`src/rtl/seven_seg_scan_mux.sv`:
```
// seven_seg_scan_mux: time-multiplexed driver for a 4-digit common-anode 7-segment display.
// Optional build macro: SEVEN_SEG_LEADING_ZERO_BLANK_EN blanks leading zeros in digits 3..1.
// Ports:
//   clock       rising-edge clock
//   reset_n     synchronous active-low reset
//   enable      scan enable; low blanks the display and freezes the scan
//   digits_bcd  four BCD nibbles, [3:0] = digit 0 (least significant)
//   dp_in       decimal point request per digit
//   digit       active-low one-hot digit enables
//   segments    active-low segment pattern {g,f,e,d,c,b,a}
//   dp          active-low decimal point
//   frame_done  one-cycle pulse after a new frame is latched
module seven_seg_scan_mux #(
    parameter int PRESCALE = 50000
) (
    input  logic        clock,
    input  logic        reset_n,
    input  logic        enable,
    input  logic [15:0] digits_bcd,
    input  logic [3:0]  dp_in,
    output logic [3:0]  digit,
    output logic [6:0]  segments,
    output logic        dp,
    output logic        frame_done
);
    localparam int CW = $clog2(PRESCALE);

    logic [CW-1:0] cnt;
    logic [1:0]    idx;
    logic [1:0]    nidx;
    logic [15:0]   shadow;
    logic [15:0]   src;
    logic [3:0]    nib;
    logic [6:0]    seg_next;
    logic          tick;
    logic          wrap;
    logic          lat;
    logic          blank;

    function automatic logic [6:0] dec(input logic [3:0] n);
        case (n)
            4'd0:    dec = 7'b1000000;
            4'd1:    dec = 7'b1111001;
            4'd2:    dec = 7'b0100100;
            4'd3:    dec = 7'b0110000;
            4'd4:    dec = 7'b0011001;
            4'd5:    dec = 7'b0010010;
            4'd6:    dec = 7'b0000010;
            4'd7:    dec = 7'b1111000;
            4'd8:    dec = 7'b0000000;
            4'd9:    dec = 7'b0010000;
            default: dec = 7'b1111111;
        endcase
    endfunction

    always_comb begin
        tick = cnt == CW'(PRESCALE - 1);
        wrap = idx == 2'd3;
        nidx = idx + 2'd1;
        // On the wrapping tick the shadow is being loaded, so digit 0 decodes the incoming value
        src  = wrap ? digits_bcd : shadow;
        nib  = src[{nidx, 2'b00} +: 4];
`ifdef SEVEN_SEG_LEADING_ZERO_BLANK_EN
        blank = (nidx == 2'd1 && src[15:4] == 12'd0) ||
                (nidx == 2'd2 && src[15:8] == 8'd0) ||
                (nidx == 2'd3 && src[15:12] == 4'd0);
`else
        blank = 1'b0;
`endif
        seg_next = blank ? 7'b1111111 : dec(nib);
    end

    always_ff @(posedge clock) begin
        if (!reset_n) begin
            cnt        <= '0;
            idx        <= 2'd3;
            shadow     <= '0;
            digit      <= 4'b1111;
            segments   <= 7'b1111111;
            dp         <= 1'b1;
            lat        <= 1'b0;
            frame_done <= 1'b0;
        end else begin
            // frame_done trails the latching edge by one cycle
            lat        <= enable && tick && wrap;
            frame_done <= lat;
            if (!enable) begin
                digit    <= 4'b1111;
                segments <= 7'b1111111;
                dp       <= 1'b1;
            end else begin
                cnt <= tick ? '0 : cnt + 1'b1;
                if (tick) begin
                    idx      <= nidx;
                    digit    <= ~(4'b0001 << nidx);
                    segments <= seg_next;
                    dp       <= ~dp_in[nidx];
                    if (wrap) shadow <= digits_bcd;
                end
            end
        end
    end
endmodule

```
`config.mk`:
```
export PLATFORM = sky130hd
export DESIGN_NAME = seven_seg_scan_mux
export DESIGN_NICKNAME = d
export VERILOG_FILES = /design/src/rtl/seven_seg_scan_mux.sv
export SDC_FILE = /design/constraint.sdc
export NUM_CORES = 1
export LEC_CHECK = 0
export CAP_MARGIN = 40
export CORE_MARGIN = 3
export CORE_UTILIZATION = 28
export DETAILED_ROUTE_END_ITERATION = 8
export GPL_ROUTABILITY_DRIVEN = 1
export PLACE_DENSITY = 0.56
export SYNTH_ARGS = -nofsm -noshare
export SYNTH_HDL_FRONTEND = slang
export SYNTH_SLANG_ARGS = --single-unit
```
`constraint.sdc`:
```
create_clock -name clock -period 2.7 [get_ports clock]
set_input_delay 0.54 -clock clock [delete_from_list [all_inputs] [get_ports clock]]
set_output_delay 0.54 -clock clock [all_outputs]
set_load 0.01 [all_outputs]
```
Yosys cells after proc, flatten, opt, wreduce, memory -nomap -nowiden
Memories as Yosys holds them, arrays and structs flattened. A register that Yosys moved wholly into a read port is not among the register bits.
Cells that the tools add are included.
- register bits after elaboration: 41
- memories kept: 1
- bits in read-only memories: 112
- memory list (name ; depth ; bits a word ; rd ports ; clocked after Yosys merged registers in ; write ports ; RTL line ; RTL):
    (name not given) ; 16 ; 7 ; 1 ; 1 ; 0 ; 41 ; case (n)
- shift operators: 2
- mux-type cells: 4
- equal/unequal tests: 2
- reductions and logical operators: 5
- bitwise gates (word level): 2
- add/subtract/negate cells: 2
- $lt $le $gt $ge: 1
- operators by type and width (kind ; number):
    two-way mux 16 bit ; 2
    adder 16 x 1 -> 16 bit, second input constant ; 1
    == test 16 bit, second input constant ; 1
    variable part select 16 x 5 -> 4 bit ; 1
    inverter 4 bit ; 1
    AND reduction 2 bit ; 2
    << shifter 1 x 2 -> 4 bit, first input constant ; 1
    < comparator 2 x 3 -> 1 bit, second input constant ; 1
    adder 2 x 1 -> 2 bit, second input constant ; 1
    binary-select mux 1 bit (select 2 bit) ; 1
    == test 2 bit, second input constant ; 1
    logical AND 1 bit ; 2
    logical NOT 1 bit ; 1
    two-way mux 1 bit ; 1
    inverter 1 bit ; 1

Depth between registers and ports, before layout
Gate-level depths: netlist (run 1).
- depth after elaboration: 4
- mapped depth: 10
- depth with buffers taken out: 8

Worst setup path after synthesis (run 1)
Ideal clock, no wire load.
- path kind: register to register
- start point: register idx[0]
- end point: register segments[4]
- path buffers: 1
- setup time: 0.120 ns
- data required time: 2.580 ns
- path slack: 0.406 ns
- arrival time: 2.174 ns
- stages on the path, launching flop included: 10
- period minus slack after synthesis: 2.294 ns
- cells stage by stage: dfxtp_1 > ha_1 > buf_6 > mux4_1 > mux2_2 > inv_1 > ha_1 > mux2_1 > a221oi_2 > a211o_1
- cells in the longest elaborated chain, start to end: 3
- elaborated cells between the ends (all ways): 4
- those cells by class: 1 x add/sub; 1 x eq/ne; 1 x shift; 1 x mux
- RTL lines (what ; RTL line ; RTL):
    start, declared ; 29 ; logic [1:0] idx;
    start signal, assigned ; 94 ; idx <= nidx;
    == test 2 bit ; 58 ; wrap = idx == 2'd3;
    two-way mux 16 bit ; - ;
    variable part select 16 x 5 -> 4 bit * ; 62 ; nib = src[{nidx, 2'b00} +: 4];
    end, declared ; 22 ; output logic [6:0] segments,
Mark *: on every way between the ends. The rest lies on a longest branch, timed or not.
A chain may end at the register's enable or synchronous reset.

Worst setup path in the final report (run 1)
- start point: register idx[1]
- end point: register segments[4]
Same word-level chain as after synthesis.

==> results of run 1 <==
cells by family (layout without fill, tap and decap cells):
family,after synthesis,count (layout),share of synthesized area (%)
adders and majority gates,11,11,5.62
DFF,48,48,39.3
xor gates and xnor gates,17,17,6.08
muxes,16,16,12.9
AOI/OAI and AO/OA,40,40,12.0
and+or+nand+nor,99,99,20.0
buffers and inverters,22,61,4.19
per-layer routing:
layer	vias up	global-route usage [%]	part of all wire, %
li1	952	-	-
met1	852	16.1	51
met2	37	17.4	43
met3	5	2.03	4.2
met4	0	3.47	1.2
met5	-	0	0
per-stage QoR:
stage / power, mW / hold WS (ns)
after floorplan: 0.785 / 0.412
final: 1.23 / 0.453
after global placement: 0.836 / 0.433
after detailed placement: 0.837 / 0.432
after CTS: 1.25 / 0.453
after global routing: 1.29 / 0.464
worst max path at each step:
stage / slack [ns] / startpoint / end
finish: 0.15 / idx[1] / segments[4]
global route: 0.01 / idx[1] / segments[4]
CTS: 0.14 / idx[1] / segments[4]
detailed placement: -0.007 / digits_bcd[5] / segments[4]
global placement: 0.08 / digits_bcd[5] / segments[4]
floorplan: 0.41 / idx[0] / segments[4]
cell type report:
type	instances	area, um2	area share (%)
Tap cell	105	131	4.37
Clock buffer	6	72.6	2.41
Sequential cell	48	961	31.9
Inverter	10	37.5	1.25
Clock inverter	1	5.00	0.166
Multi-Input combinational cell	183	1380	46.0
Timing Repair Buffer	44	418	13.9
cells in the final DEF (no fill, tap or decap), drive strengths merged, types with 3 or more instances in the layout:
master and instances:
dfxtp 48, nand2 45, clkdlybuf4s50 35, nor2 21
a21boi 16, xnor2 11, ha 11, inv 10
buf 9, mux4 9, a21oi 6, nand3 6
xor2 6, clkbuf 6, and2 5, o211ai 5
nand4 5, mux2i 5, nor2b 4, and4 3
o21ai 3, nor3 3
state kept, by name (all words and copies together) (netlist names):
signal / flops
idx: 2
frame_done: 1
segments: 7
dp: 1
shadow: 16
cnt: 16
lat: 1
digit: 4
power by group through the flow:
stage / Clock [mW] / Combinational, mW / Sequential (mW)
final: 0.406 / 0.107 / 0.713
after global routing: 0.456 / 0.117 / 0.714
after CTS: 0.424 / 0.108 / 0.713
after detailed placement: 0 / 0.108 / 0.730
after global placement: 0 / 0.106 / 0.730
after floorplan: 0 / 0.0558 / 0.729
==> results.sh, run 1 <==
export IMPL_numClockSinks=48
export IMPL_core_mm2=0.00834
export IMPL_wl_per_cell_um=13.0
export IMPL_combPwrFrac_pct=8.7
export IMPL_port_buffers=35
export IMPL_cts_tree="done"
export IMPL_synth_cell_types=42
export IMPL_layout_drive_gt1_share_pct=10.6
export IMPL_p_sw_mw=0.279
export IMPL_power_density_mw_per_mm2=407
export IMPL_hold_violations=0
export IMPL_r2r_start="idx[1]"
export IMPL_grt_start_max_net_pins=18
export IMPL_r2r_end="segments[4]"
export IMPL_ios=36
export IMPL_tightest_slew_ns=0.571
export IMPL_hold_path_startpoint="lat"
export IMPL_final_util_pct=36.1
export IMPL_dieArea_mm2=0.00990
export IMPL_place_inst=390
export IMPL_grt_pass1_wl_mm=9.06
export IMPL_final_area_mm2=0.00301
export IMPL_ys_top_cells_by_area="dfxtp_1 39%, nand2_1 6.9%, ha_1 5.6%"
export IMPL_crit_path_frequent_cell="ha_1"
export IMPL_fmax_mhz=393
export IMPL_slew_headroom_pct=61.9
export IMPL_avgSynthCellArea_um2=9.67
export IMPL_die_w_um=99.5
export IMPL_crit_chain="ha_1 -> mux4_1 -> mux2_2 -> inv_1 -> ha_1 -> mux2_1 -> a221oi_2 -> a211o_1"
export IMPL_drv_slew=0
export IMPL_crit_path_top_delay_cell="mux4_1"
export IMPL_p_int_mw=0.948
export IMPL_synth_edff_count=0
export IMPL_detail_route_antenna_nets=0
export IMPL_p_clk_share_pct=33.1
export IMPL_synthArstFlopShare_pct=0
export IMPL_maxCapViolCount=0
export IMPL_synth_nets=287
export IMPL_period_needed_ns=2.55
export IMPL_cts_resized=0
export IMPL_cts_made_buffers=5
export IMPL_postCtsSetupRepairBufs=0
export IMPL_worstHoldPathCells=1
export IMPL_setup_viol=0
export IMPL_dr_pass1_iters=4
export IMPL_rsz0062_at_grt="no"
export IMPL_synthTopCellsByCount="48 x dfxtp_1, 45 x nand2_1, 21 x nor2_1, 12 x a21boi_0"
export IMPL_worstSetupPathType="register to register"
export IMPL_outcome="finished clean"
export IMPL_htree_num_levels=2
export IMPL_path_max_fanout=6
export IMPL_cp_end_kind="register"
export IMPL_drt_vias_per_instance=4.65
export IMPL_instances_no_fill=397
export IMPL_clk_pin_slew_worst_paths_ns=0.09
export IMPL_hold_end="frame_done"
export IMPL_yosys_warnings=0
export IMPL_drc=0
export IMPL_n_fill_cell=861
export IMPL_cp_top_family="multiplexers"
export IMPL_reg2reg_slack_ns=0.15
export IMPL_worst_slack_ns=0.154
export IMPL_post_dp_cell_area_mm2=0.00293
export IMPL_cp_num_cells=8
export IMPL_cpPeakStageDelay_ns=0.61
export IMPL_netlist_area_mm2=0.00245
export IMPL_grt_util_all_layers_pct=11.3
export IMPL_vdd_drop_max_mv=0.206
export IMPL_cts_max_path_buffers=2
export IMPL_synth_most_common_cell="dfxtp_1"
export IMPL_hpwl_mm=3.77
export IMPL_cp_start_kind="register"
export IMPL_pwr_share_seq_pct=58.2
export IMPL_power_leakage_nw=1.16
export IMPL_critical_path_arrival_ns=2.74
export IMPL_synth_largest_area_cell="dfxtp_1"
export IMPL_worst_path_buf_inv=1
export IMPL_holdBufCountCts=0
export IMPL_place_ws_ns=-0.00703
export IMPL_first_iter_violations=121
export IMPL_grt_overflow=0
export IMPL_r2r_cells=8
export IMPL_grt_pass1_vias=1834
export IMPL_fin_crit_sh_pct=94.3
export IMPL_netSwitchingFraction_pct=22.7
export IMPL_vias=1846
export IMPL_ys_ff_latch=48
export IMPL_fin_skew_ns=0.0178
export IMPL_n_antenna_cell=0
export IMPL_wirelength_mm=5.16
export IMPL_rows=33
export IMPL_tns_ns=0
export IMPL_yosysTopAreaCellShare_pct=39.3
export IMPL_antenna_found_initial=0
export IMPL_worst_ep_required_time_ns=2.90
export IMPL_die_height_um=99.5
export IMPL_synth_ff_type="dfxtp_1"
export IMPL_holdCritPathClass="register to register"
export IMPL_area_growth_pct=23.0
export IMPL_synthCells=253
export IMPL_start_util_pct=29.3
export IMPL_final_nets=326
export IMPL_gp_congestion=0.781
export IMPL_cts_root_buf="clkbuf_8"
export IMPL_clk_latency_ns=0.30
export IMPL_yosysSeqAreaShare_pct=39.3
Note: power is estimated with default switching activity, not from simulation.
==> run 2: changes to the inputs <==
- CORE_ASPECT_RATIO: not set -> 0.9
==> run 2 against run 1 <==
  * Register-to-register slack improved by 0.04 ns
  * Final cell count rose by 3.3%
  * Core utilization rose by 0.86 points
  * Via count fell by 1.2%
  * First-iteration DRC count fell by 49%
  * Highest routed layer unchanged
  * Clock-buffer cell count rose by 2
==> results.sh, run 2 (synthesis gave the netlist of run 1 again) <==
export IMPL_final_common_cell="dfxtp_1"
export IMPL_final_nets=328
export IMPL_power_leakage_nw=1.17
export IMPL_worst_slack_ns=0.197
export IMPL_fin_crit_sh_pct=92.7
export IMPL_fmax_mhz=399
export IMPL_vias=1823
export IMPL_setup_viol=0
export IMPL_rsz0062_at_grt="no"
export IMPL_drv_slew=0
export IMPL_place_ws_ns=0.0412
export IMPL_hpwl_mm=3.67
export IMPL_mostFrequentLayoutCells="48 x dfxtp_1, 45 x nand2_1, 35 x clkdlybuf4s50_1, 21 x nor2_1, 12 x a21boi_0"
export IMPL_r2r_cells=8
export IMPL_cts_tree="done"
export IMPL_cts_max_path_buffers=2
export IMPL_vdd_drop_max_mv=0.204
export IMPL_grt_pass1_vias=1836
export IMPL_critical_path_arrival_ns=2.69
export IMPL_power_density_mw_per_mm2=411
export IMPL_die_height_um=94.7
export IMPL_rows=31
export IMPL_grt_util_all_layers_pct=11.0
export IMPL_worst_ep_required_time_ns=2.89
export IMPL_start_util_pct=29.6
export IMPL_cp_start_kind="register"
export IMPL_htree_num_levels=2
export IMPL_maxCapViolCount=0
export IMPL_grt_met2_usage_pct=16.9
export IMPL_path_max_fanout=6
export IMPL_clk_pin_slew_worst_paths_ns=0.08
export IMPL_grt_overflow=0
export IMPL_numClockSinks=48
export IMPL_die_w_um=105
export IMPL_wl_per_cell_um=12.2
export IMPL_core_mm2=0.00826
export IMPL_area_growth_pct=24.7
export IMPL_gp_congestion=0.789
export IMPL_r2r_start="idx[1]"
export IMPL_power_mw=1.25
export IMPL_r2r_end="segments[4]"
export IMPL_grtUsageMet3_pct=2.87
export IMPL_outcome="finished clean"
export IMPL_detail_route_antenna_nets=0
export IMPL_grt_start_max_net_pins=21
export IMPL_first_iter_violations=62
export IMPL_worstSetupPathType="register to register"
export IMPL_drc=0
export IMPL_tns_ns=0
export IMPL_antenna_found_initial=0
export IMPL_use_met1_pct=15.2
export IMPL_holdBufCountCts=0
export IMPL_reg2reg_slack_ns=0.20
export IMPL_cts_made_buffers=5
export IMPL_setup_worst_path_start="idx[1]"
export IMPL_cts_resized=0
export IMPL_layout_drive_gt1_share_pct=11.5
export IMPL_dr_pass1_iters=4
export IMPL_clk_latency_ns=0.29
export IMPL_fin_skew_ns=0.00549
export IMPL_period_needed_ns=2.50
export IMPL_holdCritPathClass="register to register"
export IMPL_ios=36
export IMPL_tightest_slew_ns=0.581
export IMPL_cp_end_kind="register"
export IMPL_postCtsSetupRepairBufs=0
export IMPL_n_antenna_cell=0
export IMPL_top_usage_layer="met2"
export IMPL_slew_headroom_pct=61.3
export IMPL_reg_largest_list="cnt: 16 flops, shadow: 16 flops, segments: 7 flops"
export IMPL_wirelength_mm=5.01
export IMPL_grt_pass1_wl_mm=8.82
export IMPL_dieArea_mm2=0.00990
export IMPL_hold_violations=0
export IMPL_port_buffers=35
export IMPL_crit_end="segments[4]"
export IMPL_drt_vias_per_instance=4.45
export IMPL_cts_root_buf="clkbuf_8"
-- run 2: cell count changes in the layout (fill, tap and decap cells not counted), sizes merged --
cell / delta
clkbuf: +2
clkinv: -1
buf: +2
-- run 2: worst max-delay path, stage by stage, from the launching register on --
cell	delay, ns
dfxtp_1	0.44
ha_2	0.31
mux4_1	0.58
mux2_2	0.35
inv_1	0.13
ha_1	0.17
mux2_1	0.14
a221oi_2	0.05
a211o_1	0.23
-- run 2: cell type report --
class	instances	area, um2
repair buffers	46	433
multi-input cells	183	1390
fillers	833	5210
flip-flops and latches	48	961
well taps	115	144
clock buffers	8	90.1
inverters	10	37.5
-- run 2: worst min-delay path by stage --
stage | start | to | slack, ns | depth (start not counted)
finish | shadow[13] | shadow[13] | 0.45 | 2
global route | shadow[7] | shadow[7] | 0.48 | 2
CTS | shadow[12] | shadow[12] | 0.45 | 2
detailed placement | lat | frame_done | 0.44 | 1
floorplan | lat | frame_done | 0.41 | 1
global placement | lat | frame_done | 0.43 | 1
-- run 2: layer usage --
layer,routed length [um],up-vias
met2,2010,33
li1,-,956
met5,0,-
met1,2690,829
met4,61,0
met3,250,5
-- run 2: through the flow --
step                      instance area [um2]  cells  hold slack (ns)  utilization [%]
final                                    3050    410            0.451             36.9
after global routing                     3050    410            0.479             36.9
after CTS                                3050    410            0.455             36.9
after detailed placement                 2960    402            0.436             35.8
after global placement                   2960    402            0.432             35.8
after floorplan                          2450    253            0.412                -
-- run 2: power by group --
group	switching, mW	internal (mW)
logic	0.0459	0.0612
registers	0.00267	0.710
clock network	0.225	0.209
==> run 3: changes to the inputs <==
- SETUP_SLACK_MARGIN: not set -> 0.05
==> run 3 against run 2 <==
  * Routed wire length hardly changed
  * Non-clock buffer count stayed put
  * Critical path depth stayed put
  * Hold slack stayed put
  * Core utilization is 0.12 points higher
  * Maximum frequency is 2.8% higher
  * Final cell count stayed put
  * Clock-buffer cell count stayed put
  * Largest cell class unchanged
  * Highest routed layer unchanged
==> results.sh, run 3 (synthesis gave the netlist of run 1 again) <==
export IMPL_detail_route_antenna_nets=0
export IMPL_power_leakage_nw=1.17
export IMPL_ios=36
export IMPL_tns_ns=0
export IMPL_p_clk_share_pct=34.6
export IMPL_final_common_cell="dfxtp_1"
export IMPL_n_fill_cell=832
export IMPL_p_sw_mw=0.273
export IMPL_hold_violations=0
export IMPL_drt_vias_per_instance=4.45
export IMPL_outcome="finished clean"
export IMPL_vias=1826
export IMPL_fin_crit_sh_pct=90.2
export IMPL_first_iter_violations=62
export IMPL_critical_path_arrival_ns=2.62
export IMPL_use_met1_pct=15.2
export IMPL_worst_slack_ns=0.266
export IMPL_cts_root_buf="clkbuf_8"
export IMPL_rows=31
export IMPL_die_height_um=94.7
export IMPL_netSwitchingFraction_pct=21.8
export IMPL_period_needed_ns=2.43
export IMPL_combPwrFrac_pct=8.5
export IMPL_holdCritPathClass="register to register"
export IMPL_place_ws_ns=0.0412
export IMPL_gp_congestion=0.789
export IMPL_clk_pin_slew_worst_paths_ns=0.08
export IMPL_slew_headroom_pct=61.4
export IMPL_tightest_slew_ns=0.579
export IMPL_drv_slew=0
export IMPL_hpwl_mm=3.67
export IMPL_area_growth_pct=25.1
export IMPL_dr_pass1_iters=4
export IMPL_grt_met2_usage_pct=16.9
export IMPL_worst_ep_required_time_ns=2.89
export IMPL_numClockSinks=48
export IMPL_antenna_found_initial=0
export IMPL_final_util_pct=37.1
export IMPL_pwr_share_seq_pct=56.9
export IMPL_die_w_um=105
export IMPL_cts_tree="done"
export IMPL_cts_resized=0
export IMPL_rsz0062_at_grt="no"
export IMPL_top_usage_layer="met2"
export IMPL_grtUsageMet3_pct=2.87
export IMPL_layout_drive_gt1_share_pct=11.5
export IMPL_htree_num_levels=2
export IMPL_setup_viol=0
export IMPL_grt_pass1_wl_mm=8.82
export IMPL_grt_start_max_net_pins=21
export IMPL_p_int_mw=0.981
export IMPL_final_nets=328
export IMPL_power_density_mw_per_mm2=410
export IMPL_core_mm2=0.00826
export IMPL_cts_max_path_buffers=2
export IMPL_holdBufCountCts=0
export IMPL_start_util_pct=29.6
export IMPL_wl_per_cell_um=12.2
export IMPL_grt_util_all_layers_pct=11.0
export IMPL_mostFrequentLayoutCells="48 x dfxtp_1, 45 x nand2_1, 35 x clkdlybuf4s50_1, 21 x nor2_1, 12 x a21boi_0"
export IMPL_cp_end_kind="register"
export IMPL_cp_start_kind="register"
export IMPL_port_buffers=35
export IMPL_reg_largest_list="cnt: 16 flops, shadow: 16 flops, segments: 7 flops"
export IMPL_vdd_drop_max_mv=0.204
export IMPL_maxCapViolCount=0
export IMPL_power_mw=1.25
export IMPL_drc=0
export IMPL_path_max_fanout=6
export IMPL_grt_overflow=0
export IMPL_dieArea_mm2=0.00990
export IMPL_cts_made_buffers=5
export IMPL_worstSetupPathType="register to register"
export IMPL_n_antenna_cell=0
export IMPL_fmax_mhz=411
export IMPL_fin_skew_ns=0.00551
export IMPL_grt_pass1_vias=1836
export IMPL_clk_latency_ns=0.29
export IMPL_postCtsSetupRepairBufs=0
export IMPL_wirelength_mm=5.01
## run 3: worst paths after layout
path	startpoint	to	slack, ns	cells past startpoint
hold / removal	shadow[13]	shadow[13]	0.45	2
setup reg to reg	idx[1]	segments[4]	0.27	8
setup / recovery	idx[1]	segments[4]	0.27	8
hold reg to reg	shadow[13]	shadow[13]	0.45	2
## run 3: power by group through the flow
stage | Sequential [mW] | Combinational [mW] | Clock, mW
finish | 0.713 | 0.107 | 0.434
detailed placement | 0.730 | 0.108 | 0
global placement | 0.730 | 0.108 | 0
global route | 0.714 | 0.117 | 0.484
floorplan | 0.729 | 0.0558 | 0
CTS | 0.713 | 0.109 | 0.456
## run 3: per-layer routing
| metal | share of wire [%] | up-vias | wire length (um) |
|---|---|---|---|
| li1 | - | 957 | - |
| met1 | 54 | 831 | 2680 |
| met2 | 40 | 33 | 2010 |
| met3 | 5.0 | 5 | 250 |
| met4 | 1.2 | 0 | 61 |
| met5 | 0 | - | 0 |
## run 3: critical path, cell delays in order (launching register included)
cell,delay [ns]
dfxtp_1,0.47
ha_4,0.23
mux4_1,0.56
mux2_2,0.35
inv_1,0.13
ha_1,0.17
mux2_1,0.14
a221oi_2,0.05
a211o_1,0.23
## run 3: layout make-up
class                      count  area (um2)  share of cell area (%)
inverter                      10        37.5                    1.23
timing repair buffer          46         433                    14.1
multi-input combinational    183        1400                    45.6
sequential                    48         961                    31.4
tap                          115         144                    4.70
clock buffer                   8        90.1                    2.94
## run 3: through the flow
stage	cells	hold WS, ns	area (um2)
global placement	402	0.432	2960
global route	410	0.479	3060
floorplan	253	0.412	2450
detailed placement	402	0.436	2960
finish	410	0.451	3060
CTS	410	0.455	3050
==> patch 1 (settings of run 2) <==
`PRESCALE`: 50000 -> 200000.
--- a/src/rtl/seven_seg_scan_mux.sv
+++ b/src/rtl/seven_seg_scan_mux.sv
@@ -12,5 +12,5 @@
 //   frame_done  one-cycle pulse after a new frame is latched
 module seven_seg_scan_mux #(
-    parameter int PRESCALE = 50000
+    parameter int PRESCALE = 200000
 ) (
     input  logic        clock,
Behaviour: same outputs for any inputs over 10 cycles, from zero or initial values and one cycle with reset_n low; that may be too few to reach the edited logic, so the function may still have changed.
==> patch 1 against run 2 <==
Combinational power down 4%; routed wire length up 1.8%; largest cell class unchanged; first-iteration DRC count up 63%; synthesized cell count unchanged; final area up 2.6%; sequential cell count up 2; sequential share of layout area up 0.53 points; total power up 0.21%; via count up 3.1%; setup slack better by 6.0 ps; synthesized area up 3.6%.
==> patch 1: results (changes against run 2) <==
{| class="wikitable"
! Metric !! Value
|-
| Maximum number of pins on one net before global-route repair || 18 (-14%)
|-
| Share of the synthesized area in compound gates (AO/OA/AOI/OAI) || 9.18% (-2.8 points)
|-
| Inverter count of the layout excluding clock inverters || 9 (-1)
|-
| Final weighted congestion in routability-driven placement || 0.754 (-4.3%)
|-
| Largest fanout on the critical path || 11 (+5)
|-
| Cell Pwr Density || 401 nW/um2 (-2.3%)
|-
| Sequential cell area fraction in the yosys report || 39.5% (+0.22 points)
|-
| Most instantiated cells after synthesis || sky130_fd_sc_hd__dfxtp_1 (50), sky130_fd_sc_hd__nand2_1 (25), sky130_fd_sc_hd__nor2_1 (22), sky130_fd_sc_hd__mux2i_1 (20), sky130_fd_sc_hd__xnor2_1 (13)
|-
| Avg Cell Area, Syn || 10.0 um2 (+3.6%)
|-
| Slowest library cell on the worst path || sky130_fd_sc_hd__mux4_2
|-
| Post-DP HPWL || 3820 um (+4.1%)
|-
| Setup Skew || 6.67 ps (+1.19 ps)
|-
| Layout filler cell count || 906 (+8.8%)
|-
| Final routed wirelength across all metal layers || 5100 um (+1.8%)
|-
| WL per Instance || 12.4 um (+1.3%)
|-
| Fraction of area in non-clock buffers || 14.9% (+0.76 points)
|-
| Synthesized-area fraction occupied by xor and xnor cells || 5.87% (-0.21 points)
|-
| Outcome || finished clean
|-
| Largest stage delay on the critical path || 500 ps (-80 ps)
|-
| Initial DRC count || 101 (+63%)
|-
| Number of vias in the routed layout || 1,879 (+3.1%)
|-
| Proportion of synthesized area in mux cells || 16.3% (+3.5 points)
|-
| Peak ir drop on the vdd network || 192 uV (-5.9%)
|-
| Global-route usage over all layers || 10.9% (-0.18 points)
|-
| Multi-input logic portion of the cell area || 44.8% (-0.66 points)
|-
| Synth cell types || 41 (-2.4%)
|-
| Total of plain and repair buffers excluding clock buffers || 49 (+6.5%)
|-
| Cell count after placement || 405 (+0.75%)
|-
| Register bit total from synthesis || 50 (+4.2%)
|-
| Leakage power || 1.34 nW (+15%)
|-
| Global-route wire length before repair || 8930 um (+1.2%)
|-
| Adder-cell area share of the yosys netlist || 5.43% (-0.19 points)
|-
| H-tree Lvls || 2 (unchanged)
|-
| Internal power || 0.000978 W (-0.26%)
|-
| Clock Buffer Count || 7 (-1)
|-
| Antenna violations before repair || 0 (unchanged)
|-
| Register area || 1000 um2 (+4.3%)
|-
| Fraction of final layout cells with drive strength greater than 1 || 11.3% (-0.26 points)
|-
| Total combinational power || 0.000103 W (-4%)
|-
| Slew Limit Headroom || 73.1% (+12 points)
|-
| NumNets Final || 327 (-0.30%)
|}
patch 1: metal layers:
layer / vias up / global-route usage (%) / share of wire (%) / wire, um
li1: 964 / - / - / -
met1: 878 / 15.2 / 52 / 2660
met2: 32 / 16.6 / 42 / 2150
met3: 5 / 2.21 / 4.2 / 214
met4: 0 / 3.88 / 1.4 / 69
met5: - / 0 / 0 / 0
patch 1: worst paths after layout:
check                           startpoint          end  slack, ps  cells past startpoint
worst max-delay path                idx[1]  segments[5]        200                      8
worst max register to register      idx[1]  segments[5]        200                      8
worst min register to register         lat   frame_done        440                      1
worst min-delay path                   lat   frame_done        440                      1
patch 1: through the flow:
| step | setup slack, ps | cell area, um2 |
|---|---|---|
| finish | 203 | 3130 |
| global route | 49.9 | 3130 |
| CTS | 115 | 3130 |
| detailed placement | 8.51 | 3050 |
| global placement | -0.672 | 3050 |
| floorplan | 184 | 2530 |
patch 1: repair_timing:
item | in CTS | in global routing
hold endpoints to repair | 0 | 0
endpoints found under the setup margin | 0 | 2
gates resized for setup | 0 | 2
==> patch 2 (flow settings as in run 2) <==
Without the edit above. Compare `cnt` against `CW'(PRESCALE - 1)` with >= in place of ==.
--- a/src/rtl/seven_seg_scan_mux.sv
+++ b/src/rtl/seven_seg_scan_mux.sv
@@ -55,5 +55,5 @@
 
     always_comb begin
-        tick = cnt == CW'(PRESCALE - 1);
+        tick = cnt >= CW'(PRESCALE - 1);
         wrap = idx == 2'd3;
         nidx = idx + 2'd1;
Function: no difference found for any inputs over 10 cycles, from zero or initial values and one cycle with reset_n low; that may be too few to reach the edited logic, so the function may still have changed.
==> patch 2 against run 2 <==
Final area shrank 1.7%; synthesized area down 2.2%; synthesized cell count fell by 5.5%; total power fell by 2.4%; hold slack got worse by 13 ps; non-clock buffer count up 2; sequential cell count unchanged; setup slack better by 62 ps; routed wire length decreased by 2.9%; via count decreased by 1.5%.
==> patch 2: results (changes against run 2) <==
{| class="wikitable"
! Metric !! Value
|-
| Leakage power || 1.24 nW (+6.3%)
|-
| Number of cells on the worst reg-to-reg path || 9 (+1)
|-
| Final weighted congestion in routability-driven placement || 0.770 (-2.3%)
|-
| Worst Hold Path Cells || 1 (-1)
|-
| Layout filler cell count || 835 (+0.24%)
|-
| HP Start || lat
|-
| NumNets Final || 316 (-3.7%)
|-
| Number of resized instances in the post-cts repair step || 0 (unchanged)
|-
| Global-route usage over all layers || 10.6% (-0.40 points)
|-
| Number of I/O port buffers || 35 (unchanged)
|-
| Post-CTS setup buffers || 0 (unchanged)
|-
| Final Max Slew Viols || 0 (unchanged)
|-
| Outcome || finished clean
|-
| Total clock buffers created by CTS || 5 (unchanged)
|-
| Clock transition at the register clock pins on the worst setup and hold paths after CTS || 80 ps (about the same)
|-
| Critical Path Source Type || register
|-
| Endpoint arrival time on the critical path || 2610 ps (-80 ps)
|-
| Setup Skew || 5.59 ps (+0.109 ps)
|-
| Biggest area contributors in the synthesized netlist || sky130_fd_sc_hd__dfxtp_1 (40%), sky130_fd_sc_hd__mux4_2 (8.5%), sky130_fd_sc_hd__mux2i_1 (7.9%)
|-
| WL per Instance || 12.2 um (+0.28%)
|-
| Global-route wire length before repair || 8090 um (-8.2%)
|-
| Post-DP HPWL || 3670 um (-0.18%)
|-
| Maximum number of pins on one net before global-route repair || 24 (+14%)
|-
| Number of vias in the routed layout || 1,796 (-1.5%)
|-
| Clock insertion delay at the later pin of the skew report || 290 ps (about the same)
|-
| Initial DRC count || 64 (+3.2%)
|-
| Vias in the first global route || 1,683 (-8.3%)
|-
| Most instantiated cells after synthesis || sky130_fd_sc_hd__dfxtp_1 (48), sky130_fd_sc_hd__nor2_1 (22), sky130_fd_sc_hd__mux2i_1 (19), sky130_fd_sc_hd__nand2_1 (16), sky130_fd_sc_hd__nor2b_1 (16)
|-
| Min-delay worst type || register to register
|-
| Antenna diode count || 0 (unchanged)
|-
| Antenna violations before repair || 0 (unchanged)
|-
| Fraction of final layout cells with drive strength greater than 1 || 12.4% (+0.89 points)
|-
| Clock root buffer master || sky130_fd_sc_hd__clkbuf_8
|-
| H-tree Lvls || 2 (unchanged)
|-
| Buffers from clock root to sink, at most || 2 (unchanged)
|-
| Largest registers || cnt: 16 flops, shadow: 16 flops, segments: 7 flops
|-
| Number of iterations in the first detailed-routing pass || 4 (unchanged)
|-
| Slew Limit Headroom || 52.3% (-9.0 points)
|-
| Remaining Overflow, GRT || 0 (unchanged)
|-
| Peak ir drop on the vdd network || 213 uV (+4.7%)
|-
| Net count of the mapped netlist || 273 (-4.9%)
|-
| Syn. warnings || 0 (unchanged)
|-
| Synth cell types || 35 (-17%)
|-
| Share of flip-flops with an asynchronous set or reset after synthesis || 0% (unchanged)
|-
| Critical R2R Launch || idx[0]
|-
| Sequential cell area fraction in the yosys report || 40.2% (+0.90 points)
|-
| Largest fanout on the critical path || 6 (unchanged)
|-
| Number of endpoints failing setup at the final stage || 0 (unchanged)
|}
[patch 2: cell types whose count changed after synthesis, sizes merged, moves of 3 or more]
cell	before	now
nand2	45	16
mux2i	5	21
a21boi	16	1
nor2b	4	17
o21ai	3	8
a31oi	0	4
o211ai	5	9
xnor2	11	7
a21oi	6	9
and2	5	2
[patch 2: through the flow]
stage	cells	setup slack, ps	power [W]	cell area [um2]
3_3_place_gp	390	129	0.000839	2920
5_1_grt	397	21.1	0.00129	3000
6_report	397	258	0.00122	3000
2_1_floorplan	239	12.8	0.000783	2400
4_1_cts	397	218	0.00125	3000
3_5_place_dp	390	109	0.000841	2920
[patch 2: power breakdown]
group	total [W]	switching, W	internal, W
Combinational	0.000109	0.0000472	0.0000622
Clock	0.000401	0.000225	0.000177
Sequential	0.000713	0.00000289	0.000710
Total	0.00122	0.000275	0.000949
[patch 2: cell families after synthesis]
group | Yosys count | synth area share, %
AO/OA/AOI/OAI | 33 | 9.26
XOR/XNOR | 14 | 5.13
adder cells (fa/ha/maj) | 11 | 5.75
buffers and inverters | 23 | 4.50
flip-flops | 48 | 40.2
multiplexers | 30 | 18.3
AND/OR/NAND/NOR | 80 | 16.9
[patch 2: area by class of cell]
| cell class | count | area [um2] | share of cell area [%] |
|---|---|---|---|
| multi-input combinational | 168 | 1330 | 44.3 |
| sequential | 48 | 961 | 32.0 |
| timing repair buffer | 48 | 448 | 14.9 |
| tap | 115 | 144 | 4.80 |
| clock buffer | 6 | 72.6 | 2.42 |
| inverter | 11 | 41.3 | 1.38 |
| clock inverter | 1 | 5.00 | 0.167 |
[patch 2: final timing paths]
kind | end | slack [ps]
worst max-delay path | segments[1] | 260
worst max register to register | segments[1] | 260
worst min-delay path | frame_done | 440
worst min register to register | frame_done | 440
[patch 2: worst max-delay path, cell delays in order, from the launching register on]
cell	delay, ps
sky130_fd_sc_hd__dfxtp_1	340
sky130_fd_sc_hd__ha_1	410
sky130_fd_sc_hd__mux4_2	580
sky130_fd_sc_hd__mux2i_2	170
sky130_fd_sc_hd__buf_4	170
sky130_fd_sc_hd__ha_1	250
sky130_fd_sc_hd__inv_1	60
sky130_fd_sc_hd__nor2_1	40
sky130_fd_sc_hd__nor4_1	240
sky130_fd_sc_hd__a21oi_1	70
[patch 2: routing by layer]
| metal | global-route usage (%) | vias up | part of all wire [%] |
|---|---|---|---|
| met5 | 0 | - | 0 |
| met2 | 15.8 | 30 | 43 |
| met4 | 3.88 | 0 | 1.6 |
| met3 | 2.15 | 7 | 3.3 |
| li1 | - | 918 | - |
| met1 | 15.2 | 841 | 52 |
